--- config.mk ---
export PLATFORM = sky130hd
export DESIGN_NAME = srm_controller_flat
export DESIGN_NICKNAME = d
export VERILOG_FILES = /design/src/rtl/srm_ctrl_pkg.sv /design/src/rtl/srm_controller_if.sv /design/src/rtl/srm_instr_decode.sv /design/src/rtl/srm_controller.sv /design/src/flat_wrapper.sv
export SDC_FILE = /design/constraint.sdc
export NUM_CORES = 1
export LEC_CHECK = 0
export ABC_CLOCK_PERIOD_IN_PS = 4000
export CORE_UTILIZATION = 44
export CTS_CLUSTER_SIZE = 25
export DETAILED_ROUTE_END_ITERATION = 8
export PLACE_DENSITY_LB_ADDON = 0.1
export SYNTH_ARGS = -nofsm -noshare
export SYNTH_HDL_FRONTEND = slang
export SYNTH_SLANG_ARGS = --single-unit
--- constraint.sdc ---
create_clock -name clk -period 4 [get_ports clk]
set_input_delay 0.8 -clock clk [delete_from_list [all_inputs] [get_ports clk]]
set_output_delay 0.8 -clock clk [all_outputs]
set_load 0.01 [all_outputs]
--- src/rtl/srm_ctrl_pkg.sv ---
// Shared types and encodings for the simple RISC machine controller: FSM states,
// opcode/op values, writeback selects and instruction-register field positions.
package srm_ctrl_pkg;

  typedef enum logic [2:0] {
    S_WAIT,
    S_DECODE,
    S_GET_A,
    S_GET_B,
    S_EXEC,
    S_WR_REG,
    S_WR_IMM,
    S_HALT
  } state_t;

  typedef enum logic [1:0] {
    NSEL_NONE,
    NSEL_RN,
    NSEL_RD,
    NSEL_RM
  } nsel_t;

  // Instruction class after looking at opcode and op together
  typedef enum logic [2:0] {
    C_NONE,
    C_MOV_IMM,
    C_MOV_REG,
    C_ADD_AND,
    C_CMP,
    C_MVN,
    C_HALT
  } cls_t;

  localparam logic [2:0] OPC_MOV  = 3'b110;
  localparam logic [2:0] OPC_ALU  = 3'b101;
  localparam logic [2:0] OPC_HALT = 3'b111;

  localparam logic [1:0] OP_MOV_IMM = 2'b10;
  localparam logic [1:0] OP_MOV_REG = 2'b00;
  localparam logic [1:0] OP_ADD     = 2'b00;
  localparam logic [1:0] OP_CMP     = 2'b01;
  localparam logic [1:0] OP_AND     = 2'b10;
  localparam logic [1:0] OP_MVN     = 2'b11;

  localparam logic [1:0] VSEL_C    = 2'b00;
  localparam logic [1:0] VSEL_IMM8 = 2'b01;

  localparam int OPC_LSB = 13;
  localparam int OP_LSB  = 11;
  localparam int RN_LSB  = 8;
  localparam int RD_LSB  = 5;
  localparam int SH_LSB  = 3;
  localparam int RM_LSB  = 0;
  localparam int IMM8_W  = 8;

  function automatic cls_t classify(input logic [2:0] opcode, input logic [1:0] op);
    cls_t c;
    c = C_NONE;
    if (opcode == OPC_MOV) begin
      if (op == OP_MOV_IMM)      c = C_MOV_IMM;
      else if (op == OP_MOV_REG) c = C_MOV_REG;
    end else if (opcode == OPC_ALU) begin
      case (op)
        OP_ADD, OP_AND: c = C_ADD_AND;
        OP_CMP:         c = C_CMP;
        OP_MVN:         c = C_MVN;
        default:        c = C_NONE;
      endcase
    end else if (opcode == OPC_HALT) begin
      c = C_HALT;
    end
    return c;
  endfunction

endpackage

--- src/rtl/srm_controller_if.sv ---
// Instruction handshake and datapath control bundle between the controller (slave)
// and whoever feeds it instructions and consumes its control signals (master).
interface srm_controller_if #(
  parameter int DW = 16
);
  logic          s;
  logic [DW-1:0] in;
  logic          w;
  logic [2:0]    readnum;
  logic [2:0]    writenum;
  logic          write;
  logic          loada;
  logic          loadb;
  logic          loadc;
  logic          loads;
  logic          asel;
  logic          bsel;
  logic [1:0]    vsel;
  logic [1:0]    shift;
  logic [1:0]    ALUop;
  logic [DW-1:0] sximm8;

  modport master (
    output s, in,
    input  w, readnum, writenum, write, loada, loadb, loadc, loads,
    input  asel, bsel, vsel, shift, ALUop, sximm8
  );

  modport slave (
    input  s, in,
    output w, readnum, writenum, write, loada, loadb, loadc, loads,
    output asel, bsel, vsel, shift, ALUop, sximm8
  );
endinterface

--- src/rtl/srm_instr_decode.sv ---
// Combinational instruction field extraction: opcode/op, shift, sign-extended imm8
// and the register index selected by nsel.
module srm_instr_decode
  import srm_ctrl_pkg::*;
#(
  parameter int DW = 16
) (
  input  logic [DW-1:0] ir,
  input  nsel_t         nsel,
  output logic [2:0]    opcode,
  output logic [1:0]    op,
  output logic [1:0]    shift,
  output logic [2:0]    regnum,
  output logic [DW-1:0] sximm8
);

  logic [2:0] rn;
  logic [2:0] rd;
  logic [2:0] rm;

  assign opcode = ir[OPC_LSB +: 3];
  assign op     = ir[OP_LSB +: 2];
  assign rn     = ir[RN_LSB +: 3];
  assign rd     = ir[RD_LSB +: 3];
  assign shift  = ir[SH_LSB +: 2];
  assign rm     = ir[RM_LSB +: 3];

  genvar gi;
  generate
    for (gi = 0; gi < DW; gi++) begin : g_sx
      if (gi < IMM8_W) begin : g_low
        assign sximm8[gi] = ir[gi];
      end else begin : g_ext
        assign sximm8[gi] = ir[IMM8_W-1];
      end
    end
  endgenerate

  always_comb begin
    regnum = 3'd0;
    case (nsel)
      NSEL_RN: regnum = rn;
      NSEL_RD: regnum = rd;
      NSEL_RM: regnum = rm;
      default: regnum = 3'd0;
    endcase
  end

endmodule

--- src/rtl/srm_controller.sv ---
// Multi-cycle controller for the simple RISC machine: latches an instruction on s and
// sequences datapath enables. Define SRM_CTRL_HALT_EN to make opcode 111 halt until reset.
module srm_controller
  import srm_ctrl_pkg::*;
#(
  parameter int DW = 16
) (
  input  logic             clk,
  input  logic             reset,
  srm_controller_if.slave  bus
);

  state_t        state_reg, state_next;
  logic [DW-1:0] ir_reg;
  logic          ir_load;
  nsel_t         nsel;
  logic [2:0]    opcode;
  logic [1:0]    op;
  logic [1:0]    shift;
  logic [2:0]    regnum;
  logic [DW-1:0] sximm8;
  cls_t          cls;

  assign ir_load = (state_reg == S_WAIT) && bus.s;

  always_ff @(posedge clk or posedge reset) begin
    if (reset) ir_reg <= '0;
    else if (ir_load) ir_reg <= bus.in;
  end

  srm_instr_decode #(.DW(DW)) u_decode (
    .ir     (ir_reg),
    .nsel   (nsel),
    .opcode (opcode),
    .op     (op),
    .shift  (shift),
    .regnum (regnum),
    .sximm8 (sximm8)
  );

  assign cls = classify(opcode, op);

  always_ff @(posedge clk or posedge reset) begin
    if (reset) state_reg <= S_WAIT;
    else       state_reg <= state_next;
  end

  always_comb begin
    state_next = state_reg;
    case (state_reg)
      S_WAIT:   if (bus.s) state_next = S_DECODE;
      S_DECODE: begin
        case (cls)
          C_MOV_IMM:        state_next = S_WR_IMM;
          C_MOV_REG, C_MVN: state_next = S_GET_B;
          C_ADD_AND, C_CMP: state_next = S_GET_A;
`ifdef SRM_CTRL_HALT_EN
          C_HALT:           state_next = S_HALT;
`endif
          default:          state_next = S_WAIT;
        endcase
      end
      S_GET_A:  state_next = S_GET_B;
      S_GET_B:  state_next = S_EXEC;
      // CMP only updates status, so it skips writeback
      S_EXEC:   state_next = (cls == C_CMP) ? S_WAIT : S_WR_REG;
      S_WR_REG: state_next = S_WAIT;
      S_WR_IMM: state_next = S_WAIT;
`ifdef SRM_CTRL_HALT_EN
      S_HALT:   state_next = S_HALT;
`endif
      default:  state_next = S_WAIT;
    endcase
  end

  always_comb begin
    bus.w     = 1'b0;
    bus.write = 1'b0;
    bus.loada = 1'b0;
    bus.loadb = 1'b0;
    bus.loadc = 1'b0;
    bus.loads = 1'b0;
    bus.asel  = 1'b0;
    bus.vsel  = VSEL_C;
    nsel      = NSEL_NONE;
    case (state_reg)
      S_WAIT:  bus.w = 1'b1;
      S_GET_A: begin
        nsel      = NSEL_RN;
        bus.loada = 1'b1;
      end
      S_GET_B: begin
        nsel      = NSEL_RM;
        bus.loadb = 1'b1;
      end
      S_EXEC: begin
        bus.loads = (cls == C_CMP);
        bus.loadc = (cls != C_CMP);
        // MOV reg passes B through the ALU by zeroing A
        bus.asel  = (cls == C_MOV_REG);
      end
      S_WR_REG: begin
        nsel      = NSEL_RD;
        bus.write = 1'b1;
      end
      S_WR_IMM: begin
        nsel      = NSEL_RN;
        bus.vsel  = VSEL_IMM8;
        bus.write = 1'b1;
      end
      default: ;
    endcase
  end

  assign bus.bsel     = 1'b0;
  assign bus.readnum  = regnum;
  assign bus.writenum = regnum;
  assign bus.shift    = shift;
  assign bus.ALUop    = op;
  assign bus.sximm8   = sximm8;

endmodule

--- src/flat_wrapper.sv ---
// flat-port wrapper written by rule: the top's interface ports become plain ports
module srm_controller_flat import srm_ctrl_pkg::*;
#(
  parameter int DW = 16
)
  (clk, reset, bus_s, bus_in, bus_w, bus_readnum, bus_writenum, bus_write, bus_loada, bus_loadb, bus_loadc, bus_loads, bus_asel, bus_bsel, bus_vsel, bus_shift, bus_ALUop, bus_sximm8);
  srm_controller_if #(.DW(DW)) bus_i ();
  input  logic clk;
  input  logic reset;
  input wire logic [$bits(bus_i.s)-1:0] bus_s;
  input wire logic [$bits(bus_i.in)-1:0] bus_in;
  output wire logic [$bits(bus_i.w)-1:0] bus_w;
  output wire logic [$bits(bus_i.readnum)-1:0] bus_readnum;
  output wire logic [$bits(bus_i.writenum)-1:0] bus_writenum;
  output wire logic [$bits(bus_i.write)-1:0] bus_write;
  output wire logic [$bits(bus_i.loada)-1:0] bus_loada;
  output wire logic [$bits(bus_i.loadb)-1:0] bus_loadb;
  output wire logic [$bits(bus_i.loadc)-1:0] bus_loadc;
  output wire logic [$bits(bus_i.loads)-1:0] bus_loads;
  output wire logic [$bits(bus_i.asel)-1:0] bus_asel;
  output wire logic [$bits(bus_i.bsel)-1:0] bus_bsel;
  output wire logic [$bits(bus_i.vsel)-1:0] bus_vsel;
  output wire logic [$bits(bus_i.shift)-1:0] bus_shift;
  output wire logic [$bits(bus_i.ALUop)-1:0] bus_ALUop;
  output wire logic [$bits(bus_i.sximm8)-1:0] bus_sximm8;
  assign bus_i.s = bus_s;
  assign bus_i.in = bus_in;
  assign bus_w = bus_i.w;
  assign bus_readnum = bus_i.readnum;
  assign bus_writenum = bus_i.writenum;
  assign bus_write = bus_i.write;
  assign bus_loada = bus_i.loada;
  assign bus_loadb = bus_i.loadb;
  assign bus_loadc = bus_i.loadc;
  assign bus_loads = bus_i.loads;
  assign bus_asel = bus_i.asel;
  assign bus_bsel = bus_i.bsel;
  assign bus_vsel = bus_i.vsel;
  assign bus_shift = bus_i.shift;
  assign bus_ALUop = bus_i.ALUop;
  assign bus_sximm8 = bus_i.sximm8;
  srm_controller #(.DW(DW)) u_core (.clk(clk), .reset(reset), .bus(bus_i));
endmodule
==> flow_summary.json, run 1 <==
{
  "cts_sinks": 19,
  "syn_inst": 106,
  "top_level_ports": 55,
  "grt_usage_pct": 17.12,
  "fin_util_pct": 61.41,
  "cts_inserted_buffers": 3,
  "yosysMostFrequentCell": "buf_4",
  "antenna_found_initial": 0,
  "max-vdd-ir-drop_mv": 0.4893,
  "yosys_warnings": 0,
  "regToRegSetupSlack_ps": 2400,
  "portBuffers": 52,
  "crit_end": "bus_asel",
  "layoutNonFillerInstCount": 164,
  "drv_cap": 0,
  "synthToLayoutAreaGrowth_pct": 30.04,
  "cp_max_fo": 5,
  "ys_ff_latch": 19,
  "hold_start": "u_core.ir_reg[9]",
  "finalClockSkew_ps": 1.592,
  "ys_seq_area_share_pct": 39.92,
  "clk_latency_ps": 300,
  "synth_top_cell_area_share_pct": 39.92,
  "synth_area_leaders": "dfrtp_1 (40%), buf_4 (16%), mux2_4 (11%), mux2_2 (5.7%), a22o_1 (4.4%)",
  "avgRoutedWirePerCell_um": 13.99,
  "cts-resized-gates": 0,
  "fmax_mhz": 346.6,
  "finalMaxSlewViolations": 0,
  "placementRows": 18,
  "hold_ws_ps": 534.0,
  "cts_root_buf": "clkbuf_4",
  "max_slew_margin_pct": 52.78,
  "crit_path_end_kind": "primary output",
  "p_leak_uw": 0.0006491,
  "synth_area_leader_cell": "dfrtp_1",
  "finalSetupTns_ps": 0,
  "tritoncts": "done",
  "synth_commonest_cells": "buf_4 (25), dfrtp_1 (19), mux2_4 (9)",
  "synth_ff_type": "dfrtp_1",
  "grt_pass1_vias": 796,
  "cts_setup_buffers": 0,
  "reg2reg_depth": 3,
  "grt-ovfl-total": 0,
  "grt_pass1_wl_mm": 3.532,
  "p_sw_uw": 398.1,
  "p_sw_share_pct": 35.80,
  "power_density_nw_per_um2": 717.8,
  "dp_hpwl_mm": 1.684,
  "period_share_pct": 72.13,
  "synth_cell_types": 30,
  "drt_iter0_markers": 19,
  "place.gp.congestion": 0.8537,
  "largest_reg_flops": 16,
  "power.internal_uw": 713.8,
  "start_util_pct": 47.22,
  "drt-total-wl_mm": 2.294,
  "worstMarginPinSlew_ps": 707.6,
  "cts_buffer_depth": 2,
  "pwr-share-comb_pct": 55.2,
  "r2r_start": "u_core.state_reg[2]",
  "grt_max_degree": 20,
  "required_ps": 3200,
  "fillers": 220,
  "rsz0062_at_grt": "no",
  "post_synth_instance_area_um2": 1191,
  "n_antenna_cell": 0,
  "status": "finished clean",
  "crit_start": "u_core.ir_reg[11]",
  "drive_gt1_share_pct": 15.67,
  "fin_crit_ps": 2885,
  "drtAntennaViolNets": 0,
  "syn_area_per_cell_um2": 11.24,
  "drc": 0,
  "die_h_um": 54.03,
  "nets": 154,
  "hold_buffers": 0,
  "viasPerCell": 5.323,
  "clkTransAtPathRegs_ps": 120,
  "die_area_um2": 2919,
  "r2r_end": "u_core.ir_reg[11]",
  "critical_path_class": "reg2out",
  "startpoint_type": "flop",
  "hold_path.class": "reg2reg",
  "hold_viol": 0,
  "cts_max_level": 1,
  "coreArea_um2": 2522,
  "setup_viol": 0,
  "die_x_um": 54.03,
  "clkPwrFrac_pct": 9.2,
  "synth_edf_count": 0,
  "drt-pass1-iter-count": 4,
  "crit_arrival_ps": 2090,
  "via_count": 873,
  "synthArstFlopShare_pct": 100.0,
  "seqPwrFrac_pct": 35.6,
  "post-place-cells": 160
}
how the worst min path moves through the flow:
stage	to	cells past startpoint
6_report	u_core.ir_reg[9]	1
5_1_grt	u_core.ir_reg[9]	1
4_1_cts	u_core.ir_reg[9]	1
3_5_place_dp	u_core.ir_reg[9]	1
3_3_place_gp	u_core.ir_reg[8]	1
2_1_floorplan	u_core.ir_reg[10]	1
per-layer routing:
metal  up-vias  track usage (%)  routed length, um
met5         -                0                  0
met4         0            5.128                 29
met3         4            5.932                198
met2        60            27.57               1049
met1       412            21.50               1016
li1        397                -                  -
power groups by stage:
stage / clock, uW / sequential [uW] / combinational [uW]
3_5_place_dp: 0 / 397 / 617
6_report: 102 / 396 / 614
2_1_floorplan: 0 / 355 / 510
4_1_cts: 107 / 395 / 620
3_3_place_gp: 0 / 390 / 610
5_1_grt: 117 / 411 / 662
kinds of logic after synthesis:
group                  count (synthesis)  share of synthesized area, %
AOI/OAI and AO/OA                     15                         9.559
DFF                                   19                         39.92
muxes                                 16                         17.86
other                                  1                        0.3148
buffers and inverters                 35                         21.53
and+or+nand+nor                       20                         10.82
layout by cell type (no fill, tap or decap), types with 2 or more instances in the layout:
cell type        synthesis  final
nor2_1                   3      3
inv_1                    6      6
conb_1                   1      2
and2b_1                  2      2
clkbuf_4                 0      3
nor2b_1                  3      3
mux2_2                   6      6
nand2_1                  2      2
a22o_1                   6      6
nand2b_1                 2      2
mux2_4                   9      9
o21ai_0                  3      3
dfrtp_1                 19     19
nor4_1                   2      2
clkdlybuf4s50_1          0     52
metrics by stage:
step	setup WS, ps	area (um^2)	total power, uW
5_1_grt	933.7	1549	1190
3_3_place_gp	1530	1519	1000
2_1_floorplan	1944	1195	864.8
3_5_place_dp	1462	1519	1014
4_1_cts	1097	1549	1123
6_report	1115	1549	1112
layout make-up:
type	instances	area, um^2	area share [%]
Clock buffer	3	22.52	1.454
Clock inverter	1	7.507	0.4847
Sequential cell	19	475.5	30.69
Inverter	6	22.52	1.454
Tap cell	30	37.54	2.423
Multi-Input combinational cell	53	462.9	29.89
Timing Repair Buffer	52	520.5	33.60
worst max-delay path, cell delays in order, from the launching register on:
cell and delay [ps]:
dfrtp_1 430, nor3b_1 450, inv_1 80, nor4_1 240
clkdlybuf4s50_1 580
(Power assumes the default switching activity.)
==> run 2, diff against run 1 <==
--- a/config.mk
+++ b/config.mk
@@ -5,8 +5,8 @@
 export SDC_FILE = /design/constraint.sdc
 export NUM_CORES = 1
 export LEC_CHECK = 0
-export ABC_CLOCK_PERIOD_IN_PS = 4000
-export CORE_UTILIZATION = 44
+export ABC_CLOCK_PERIOD_IN_PS = 2800
+export CORE_UTILIZATION = 41
 export CTS_CLUSTER_SIZE = 25
 export DETAILED_ROUTE_END_ITERATION = 8
 export PLACE_DENSITY_LB_ADDON = 0.1
==> constraint.sdc (replaced) <==
create_clock -name clk -period 2.8 [get_ports clk]
set_input_delay 0.56 -clock clk [delete_from_list [all_inputs] [get_ports clk]]
set_output_delay 0.56 -clock clk [all_outputs]
set_load 0.01 [all_outputs]
==> flow_summary.json, run 2 (synthesis results as in run 1) <==
{
  "required_ps": 2240,
  "finalClockSkew_ps": 1.101,
  "nets": 154,
  "clkTransAtPathRegs_ps": 110,
  "dp_hpwl_mm": 1.679,
  "post-place-cells": 161,
  "finalSetupTns_ps": 0,
  "die_area_um2": 3125,
  "seq_area_um2": 475.5,
  "grt_usage_pct": 14.24,
  "cts_root_buf": "clkbuf_4",
  "drtAntennaViolNets": 0,
  "viasPerCell": 4.952,
  "period_share_pct": 93.17,
  "drive_gt1_share_pct": 15.67,
  "crit_family": "buffers and inverters",
  "final_cell_mix": "clkdlybuf4s50_1 (52), dfrtp_1 (19), mux2_4 (9)",
  "power_density_nw_per_um2": 1019,
  "antenna_found_initial": 0,
  "die_x_um": 55.90,
  "worstMarginPinSlew_ps": 726.3,
  "crit_arrival_ps": 2050,
  "critPathMaxStageDelay_ps": 530,
  "largest_reg_flops": 16,
  "status": "finished clean",
  "regToRegSetupSlack_ps": 1190,
  "clk_latency_ps": 300,
  "fillers": 261,
  "cts_setup_buffers": 0,
  "setup_viol": 0,
  "die_h_um": 55.90,
  "cts_inserted_buffers": 3,
  "finalMaxSlewViolations": 0,
  "fin_crit_ps": 2609,
  "cp_slowest_cell": "dfrtp_1",
  "multiInputGateArea_um2": 462.9,
  "fmax_mhz": 383.3,
  "drt-pass1-iter-count": 4,
  "avgRoutedWirePerCell_um": 13.59,
  "cts_buffer_depth": 2,
  "cp_max_fo": 11,
  "grt_pass1_vias": 725,
  "drt_iter0_markers": 13,
  "coreArea_um2": 2758,
  "grt_max_degree": 20,
  "hold_buffers": 0,
  "hold_path.class": "reg2reg",
  "tritoncts": "done",
  "cts-resized-gates": 0,
  "drt-total-wl_mm": 2.242,
  "via_count": 817,
  "drv_cap": 0,
  "hold_viol": 0,
  "n_antenna_cell": 0,
  "drc": 0,
  "final_common_cell": "clkdlybuf4s50_1",
  "startpoint_type": "flop",
  "rsz0062_at_grt": "no",
  "worstPathCellList": "nand2b_1, a311o_1, inv_1, clkdlybuf4s50_1",
  "total_power_uw": 1577,
  "p_leak_uw": 0.0006528,
  "cts_sinks": 19,
  "top_level_ports": 55,
  "crit_path_end_kind": "primary output",
  "cts_max_level": 1,
  "max_slew_margin_pct": 51.53,
  "synthToLayoutAreaGrowth_pct": 29.94,
  "grt-ovfl-total": 0,
  "critical_path_class": "reg2out",
  "start_util_pct": 43.19,
  "placementRows": 19,
  "max-vdd-ir-drop_mv": 0.7982,
  "place.gp.congestion": 0.7065,
  "grt_pass1_wl_mm": 3.450,
  "portBuffers": 52,
  "worst-path-buf-inv": 2,
  "layoutNonFillerInstCount": 165
}
## run 2: cell count changes in the layout (fill, tap and decap cells not counted), sizes merged
cell and delta:
clkinv +1, clkinvlp -1
## run 2: path summary, 6_finish.rpt
kind	from	to	depth (start not counted)
worst max register to register	u_core.state_reg[0]	u_core.ir_reg[1]	3
worst min-delay path	u_core.ir_reg[10]	u_core.ir_reg[10]	1
worst min register to register	u_core.ir_reg[10]	u_core.ir_reg[10]	1
worst max-delay path	u_core.state_reg[0]	bus_loadc	4
max in group asynchronous	reset	u_core.ir_reg[9]	2
min in group asynchronous	reset	u_core.ir_reg[14]	2
## run 2: report_power, final
part	leakage, uW	switching [uW]	internal [uW]
Clock	0.0000177	85.3	53.2
Combinational	0.000408	317	561
Sequential	0.000227	156	405
Total	0.000653	559	1020
## run 2: per-layer routing
metal,wire length (um),vias up,global-route usage [%]
met4,19,0,3.136
met5,0,-,0
li1,-,396,-
met3,155,2,4.884
met2,1041,36,21.86
met1,1025,383,19.61
## run 2: per-stage QoR
step                setup WS, ps  area [um^2]  util [%]  hold WS, ps
floorplan                  983.9         1195         -        481.0
global placement           564.9         1520     55.13        507.8
detailed placement         515.8         1520     55.13        509.8
CTS                        161.0         1548     56.13        536.3
global route               47.27         1548     56.13        567.8
finish                     191.3         1548     56.13        536.8
## run 2: layout make-up
cell class              instances  share of cell area, %
clock inverters                 1                 0.3234
repair buffers                 52                  33.63
flip-flops and latches         19                  30.72
clock buffers                   3                  1.455
well taps                      31                  2.506
inverters                       6                  1.455
multi-input cells              53                  29.91
==> variant 1: new RTL, settings of run 2 <==
Re-encode `state_t` (8 states) as one-hot, 8 bits wide.
--- a/src/rtl/srm_ctrl_pkg.sv
+++ b/src/rtl/srm_ctrl_pkg.sv
@@ -4,11 +4,11 @@
 
-  typedef enum logic [2:0] {
-    S_WAIT,
-    S_DECODE,
-    S_GET_A,
-    S_GET_B,
-    S_EXEC,
-    S_WR_REG,
-    S_WR_IMM,
-    S_HALT
+  typedef enum logic [7:0] {
+    S_WAIT   = 8'b00000001,
+    S_DECODE = 8'b00000010,
+    S_GET_A  = 8'b00000100,
+    S_GET_B  = 8'b00001000,
+    S_EXEC   = 8'b00010000,
+    S_WR_REG = 8'b00100000,
+    S_WR_IMM = 8'b01000000,
+    S_HALT   = 8'b10000000
   } state_t;
Function: same outputs for any inputs over 10 cycles, from zero or initial values and one cycle with reset high; not proved beyond that.
==> variant 1 against run 2 <==
Design area up 20%. Die area up 13%. Total power up 3.9%. Area after synthesis up 14%. Worst setup slack worse by 0.084 ns. Critical endpoint is now bus_writenum[1]. Highest routed layer unchanged. Sequential cell count up 4. Critical path depth up 2. Routed wire length up 23%. Largest cell class is now multi-input gates.
==> variant 1: results (changes against run 2) <==
Worst setup path
  – Worst reg-to-reg setup slack: 0.91 ns (was 1.19 ns)
  – Critical path arrival: 2.13 ns (was 2.05 ns)
  – Worst-path fanout max: 5 (was 11)

Clocking
  – Latest clock arrival within the worst-skew pair: 0.32 ns (was 0.30 ns)
  – Reg clk slew, reported paths: 0.13 ns (was 0.11 ns)
  – Root buffer cell: clkbuf_4 (unchanged)
  – H-tree levels: 1 (unchanged)
  – CTS Buf Count: 3 (unchanged)
  – Clk buf depth: 2 (unchanged)

STA
  – WHS: 0.5412 ns (was 0.5368 ns)
  – Setup TNS: 0 ns (unchanged)
  – Tmin final: 2.692 ns (was 2.609 ns)
  – Worst Clk Skew: 0.003301 ns (was 0.001101 ns)

Cells and area
  – Nets@finish: 180 (was 154)
  – Layout filler cell count: 293 (was 261)
  – Antenna diode count: 0 (unchanged)
  – Share of cells above drive strength 1: 0.2500 (was 0.1567)
  – Max reg flops: 16 (unchanged)

Place
  – PortBufs: 52 (unchanged)
  – Hpwl dp: 2.011 mm (was 1.679 mm)
  – Total placed instance area: 1745 µm² (was 1520 µm²)
  – Pre-CTS setup slack: 0.3121 ns (was 0.5158 ns)
  – Routability cong.: 0.7821 (was 0.7065)

Routing
  – Vias per cell: 4.799 (was 4.952)
  – Initial DRC count: 55 (was 13)
  – TritonRoute pass-1 iters: 4 (unchanged)
  – DR WL/cell: 13.57 µm (was 13.59 µm)

Global routing
  – Antenna violations before repair: 0 (unchanged)
  – First-pass GRT wire length: 4.319 mm (was 3.450 mm)
  – Vias in the first global route: 977 (was 725)
  – All-Layer GR Usage: 0.1657 (was 0.1424)
  – Pin count of the biggest net entering global routing: 24 (was 20)

Logic synthesis
  – Post-Synth XOR/XNOR Area: 0.01290 (was 0)
  – Sequential share of the synthesized area: 0.4249 (was 0.3992)
  – Primary FF master, synth: dfrtp_1 (unchanged)
  – Mux contribution to synthesized area: 0.1576 (was 0.1786)
  – Top post-synthesis cells by count: buf_4 (25), dfrtp_1 (22), mux2_4 (9) (was buf_4 (25), dfrtp_1 (19), mux2_4 (9))
  – Top cells by area, synth: dfrtp_1 (41%), buf_4 (14%), mux2_4 (10%) (was dfrtp_1 (40%), buf_4 (16%), mux2_4 (11%))
  – Yosys cell types: 35 (was 30)
  – Post-synthesis compound-gate area fraction: 0.05438 (was 0.09559)
  – Async SR Flop Fraction: 1.000 (unchanged)
  – Number of enable flip-flop cells after synthesis: 0 (unchanged)
  – Area share of fa/ha/maj cells after synthesis: 0 (unchanged)
  – Yosys warning count: 0 (unchanged)

Power
  – Comb pwr share: 0.522 (was 0.556)
  – Worst vdd ir: 0.3975 mV (was 0.7982 mV)
  – Cell internal pwr: 1.073 mW (was 1.019 mW)
  – Clk pwr share: 0.099 (was 0.088)
  – Pleak: 0.8481 nW (was 0.6528 nW)
  – Combinational gate power: 0.856 mW (was 0.878 mW)

Run status
  – Outcome: finished clean (unchanged)

Worst hold path
  – HP Class: reg2reg (unchanged)
[variant 1: cell families (layout without fill, tap and decap cells)]
logic type | Yosys count | count (layout)
simple gates | 41 | 41
buf+inv | 31 | 65
flops | 23 | 23
mux | 16 | 16
compound gates | 11 | 11
xor+xnor | 2 | 2
other cells | 1 | 2
[variant 1: cell type report]
cell class                 count  share of cell area
multi-input combinational     72              0.3245
sequential                    23              0.3137
timing repair buffer          58              0.3097
tap                           44             0.02975
clock buffer                   3             0.01217
inverter                       3            0.006085
clock inverter                 1            0.004057
[variant 1: metal layers]
layer	track usage	up-vias	routed length (µm)
li1	-	472	-
met1	0.1900	468	1227
met2	0.3002	37	1366
met3	0.05022	2	160
met4	0.03987	0	14
met5	0	-	0
[variant 1: path summary, 6_finish.rpt]
check                               startpoint             endpoint  cells past startpoint
min reg2reg                   u_core.ir_reg[9]     u_core.ir_reg[9]                      1
max in group asynchronous                reset  u_core.state_reg[0]                      3
min                           u_core.ir_reg[9]     u_core.ir_reg[9]                      1
max                        u_core.state_reg[1]      bus_writenum[1]                      6
min in group asynchronous                reset     u_core.ir_reg[3]                      3
max reg2reg                u_core.state_reg[6]     u_core.ir_reg[7]                      4
[variant 1: metrics by stage]
stage	utilization	std cells
after floorplan	-	126
after global routing	0.5964	204
after CTS	0.5738	200
final	0.5964	204
after detailed placement	0.5625	196
after global placement	0.5625	196
[variant 1: worst max-delay path, stage by stage, from the launching register on]
cell and delay, ns:
dfrtp_2 0.47, nor4_4 0.29, buf_4 0.17, and3_2 0.22, nand2_1 0.06, nand2_1 0.08, clkdlybuf4s50_1 0.53
[variant 1: what timing repair did]
action	in CTS	in global routing
pin swaps	0	1
buffers inserted	0	4
endpoints found under the setup margin	6	10
gates resized for setup	1	12
==> variant 2: new RTL, flow settings as in run 2 <==
Made on the original files. `DW` is set to 16 in 4 places; all go to 20.
--- a/src/rtl/srm_controller_if.sv
+++ b/src/rtl/srm_controller_if.sv
@@ -3,3 +3,3 @@
 interface srm_controller_if #(
-  parameter int DW = 16
+  parameter int DW = 20
 );
--- a/src/rtl/srm_instr_decode.sv
+++ b/src/rtl/srm_instr_decode.sv
@@ -5,3 +5,3 @@
 #(
-  parameter int DW = 16
+  parameter int DW = 20
 ) (
--- a/src/rtl/srm_controller.sv
+++ b/src/rtl/srm_controller.sv
@@ -5,3 +5,3 @@
 #(
-  parameter int DW = 16
+  parameter int DW = 20
 ) (
--- a/src/flat_wrapper.sv
+++ b/src/flat_wrapper.sv
@@ -3,3 +3,3 @@
 #(
-  parameter int DW = 16
+  parameter int DW = 20
 )
Interface: changed (resized bus_in and bus_sximm8); port bits go from 55 to 63. The function was not compared with the original's and may differ.
==> variant 2 against run 2 <==
Area after synthesis grew 2.5%. Critical path type unchanged. Maximum frequency shrank 1.8%. First-iteration DRC count grew 62%. Routed wire length grew 1.2%. Total power grew 4.9%. Via count grew 2.9%. Sequential cell count is the same. Design area grew 2.6%. Die area grew 2.4%. Sequential power grew 0.7%. Sequential share of layout area shrank 0.77 points. Register-to-register slack lost 0.02 ns. Worst setup slack lost 0.048 ns.
==> variant 2: results (changes against run 2) <==
Clocking
  – Root buffer cell: clkbuf_4 (unchanged)
  – Post-CTS resize count: 0 (unchanged)
  – CTS Buf Count: 3 (unchanged)
  – Clk buf depth: 2 (unchanged)
  – Buffer count from post-CTS setup fixing: 0 (unchanged)

Routing
  – Vias: 841 (was 817)
  – Initial DRC count: 21 (was 13)
  – Drt drc: 0 (unchanged)
  – TritonRoute pass-1 iters: 4 (unchanged)
  – Final WL: 2.268 mm (was 2.242 mm)

Place
  – Routability cong.: 0.7226 (was 0.7065)
  – PortBufs: 56 (was 52)
  – Hpwl dp: 1.707 mm (was 1.679 mm)
  – Pre-CTS setup slack: 0.5009 ns (was 0.5158 ns)

Run status
  – Outcome: finished clean (unchanged)

Global routing
  – GR Util met3: 0.03226 (was 0.04884)
  – GRT met1 Usage: 0.1877 (was 0.1961)
  – Vias in the first global route: 752 (was 725)
  – Pin count of the biggest net entering global routing: 20 (unchanged)
  – First-pass GRT wire length: 3.622 mm (was 3.450 mm)
  – All-Layer GR Usage: 0.1456 (was 0.1424)
  – Met2 usage: 0.2437 (was 0.2186)

Logic synthesis
  – Top post-synthesis cells by count: buf_4 (29), dfrtp_1 (19), mux2_4 (9) (was buf_4 (25), dfrtp_1 (19), mux2_4 (9))
  – Area share of the largest cell type after synthesis: 0.3893 (was 0.3992)
  – Sequential share of the synthesized area: 0.3893 (was 0.3992)
  – Yosys cell types: 30 (unchanged)
  – Top cells by area, synth: dfrtp_1 (39%), buf_4 (18%), mux2_4 (11%) (was dfrtp_1 (40%), buf_4 (16%), mux2_4 (11%))

Power
  – Worst vdd ir: 0.7688 mV (was 0.7982 mV)
  – Pleak: 0.6684 nW (was 0.6528 nW)

Worst setup path
  – CP delay by family, top: simple AND/OR/NAND/NOR gates (was buffers and inverters)
  – Worst reg-to-reg path cell count: 3 (unchanged)
  – Slowest-stage cell, CP: clkdlybuf4s50_1 (was dfrtp_1)
  – CP peak stage delay: 0.59 ns (was 0.53 ns)
  – RR Endpoint: u_core.ir_reg[1] (unchanged)
  – RR Startpoint: u_core.state_reg[0] (unchanged)
  – Critical path arrival: 2.10 ns (was 2.05 ns)
  – Worst-path fanout max: 5 (was 11)
  – Worst reg-to-reg setup slack: 1.17 ns (was 1.19 ns)

Worst hold path
  – Worst Hold Depth: 1 (unchanged)
  – Hold Path End: u_core.ir_reg[9] (was u_core.ir_reg[10])
  – Hold path startpoint: u_core.ir_reg[9] (was u_core.ir_reg[10])

STA
  – Relative slew margins: 0.5352 (was 0.5153)
  – Worst Slack Setup Final: 0.1429 ns (was 0.1913 ns)
  – Worst Clk Skew: 0.004335 ns (was 0.001101 ns)
  – WHS: 0.5228 ns (was 0.5368 ns)

Cells and area
  – Max reg flops: 16 (unchanged)
  – Nets@finish: 162 (was 154)
  – Share of cells above drive strength 1: 0.1522 (was 0.1567)
  – Antenna diode count: 0 (unchanged)
[variant 2: through the flow]
step	cell area (µm²)	utilization	cells
2_1_floorplan	1225	-	111
4_1_cts	1588	0.5709	169
3_5_place_dp	1560	0.5610	165
5_1_grt	1588	0.5709	169
3_3_place_gp	1560	0.5610	165
6_report	1588	0.5709	169
[variant 2: how the worst max path moves through the flow]
stage | from | endpoint
2_1_floorplan | u_core.state_reg[1] | bus_writenum[1]
3_3_place_gp | u_core.state_reg[0] | bus_loadc
3_5_place_dp | u_core.state_reg[0] | bus_loadc
4_1_cts | u_core.ir_reg[11] | bus_asel
5_1_grt | u_core.ir_reg[11] | bus_asel
6_report | u_core.ir_reg[11] | bus_asel
[variant 2: kinds of logic after synthesis]
kind of cell           Yosys count  share of synthesized area
AO/OA/AOI/OAI                   15                    0.09324
buffers and inverters           39                     0.2346
flip-flops                      19                     0.3893
multiplexers                    16                     0.1742
other                            1                   0.003071
AND/OR/NAND/NOR                 20                     0.1055
[variant 2: cell type report]
type	count	area, µm²
well taps	31	38.79
repair buffers	56	560.5
inverters	6	22.52
clock buffers	3	22.52
fillers	246	1194
flip-flops and latches	19	475.5
multi-input cells	53	462.9
clock inverters	1	5.005
[variant 2: metal layers]
metal  share of wire  wire, µm
met5               0         0
met4          0.0071        16
met3           0.045       101
met2            0.50      1129
met1            0.45      1021
[variant 2: report_power, final]
group | internal, mW | total (mW) | switching [mW]
Clock | 0.0531 | 0.138 | 0.0853
Sequential | 0.405 | 0.565 | 0.161
Combinational | 0.608 | 0.951 | 0.343
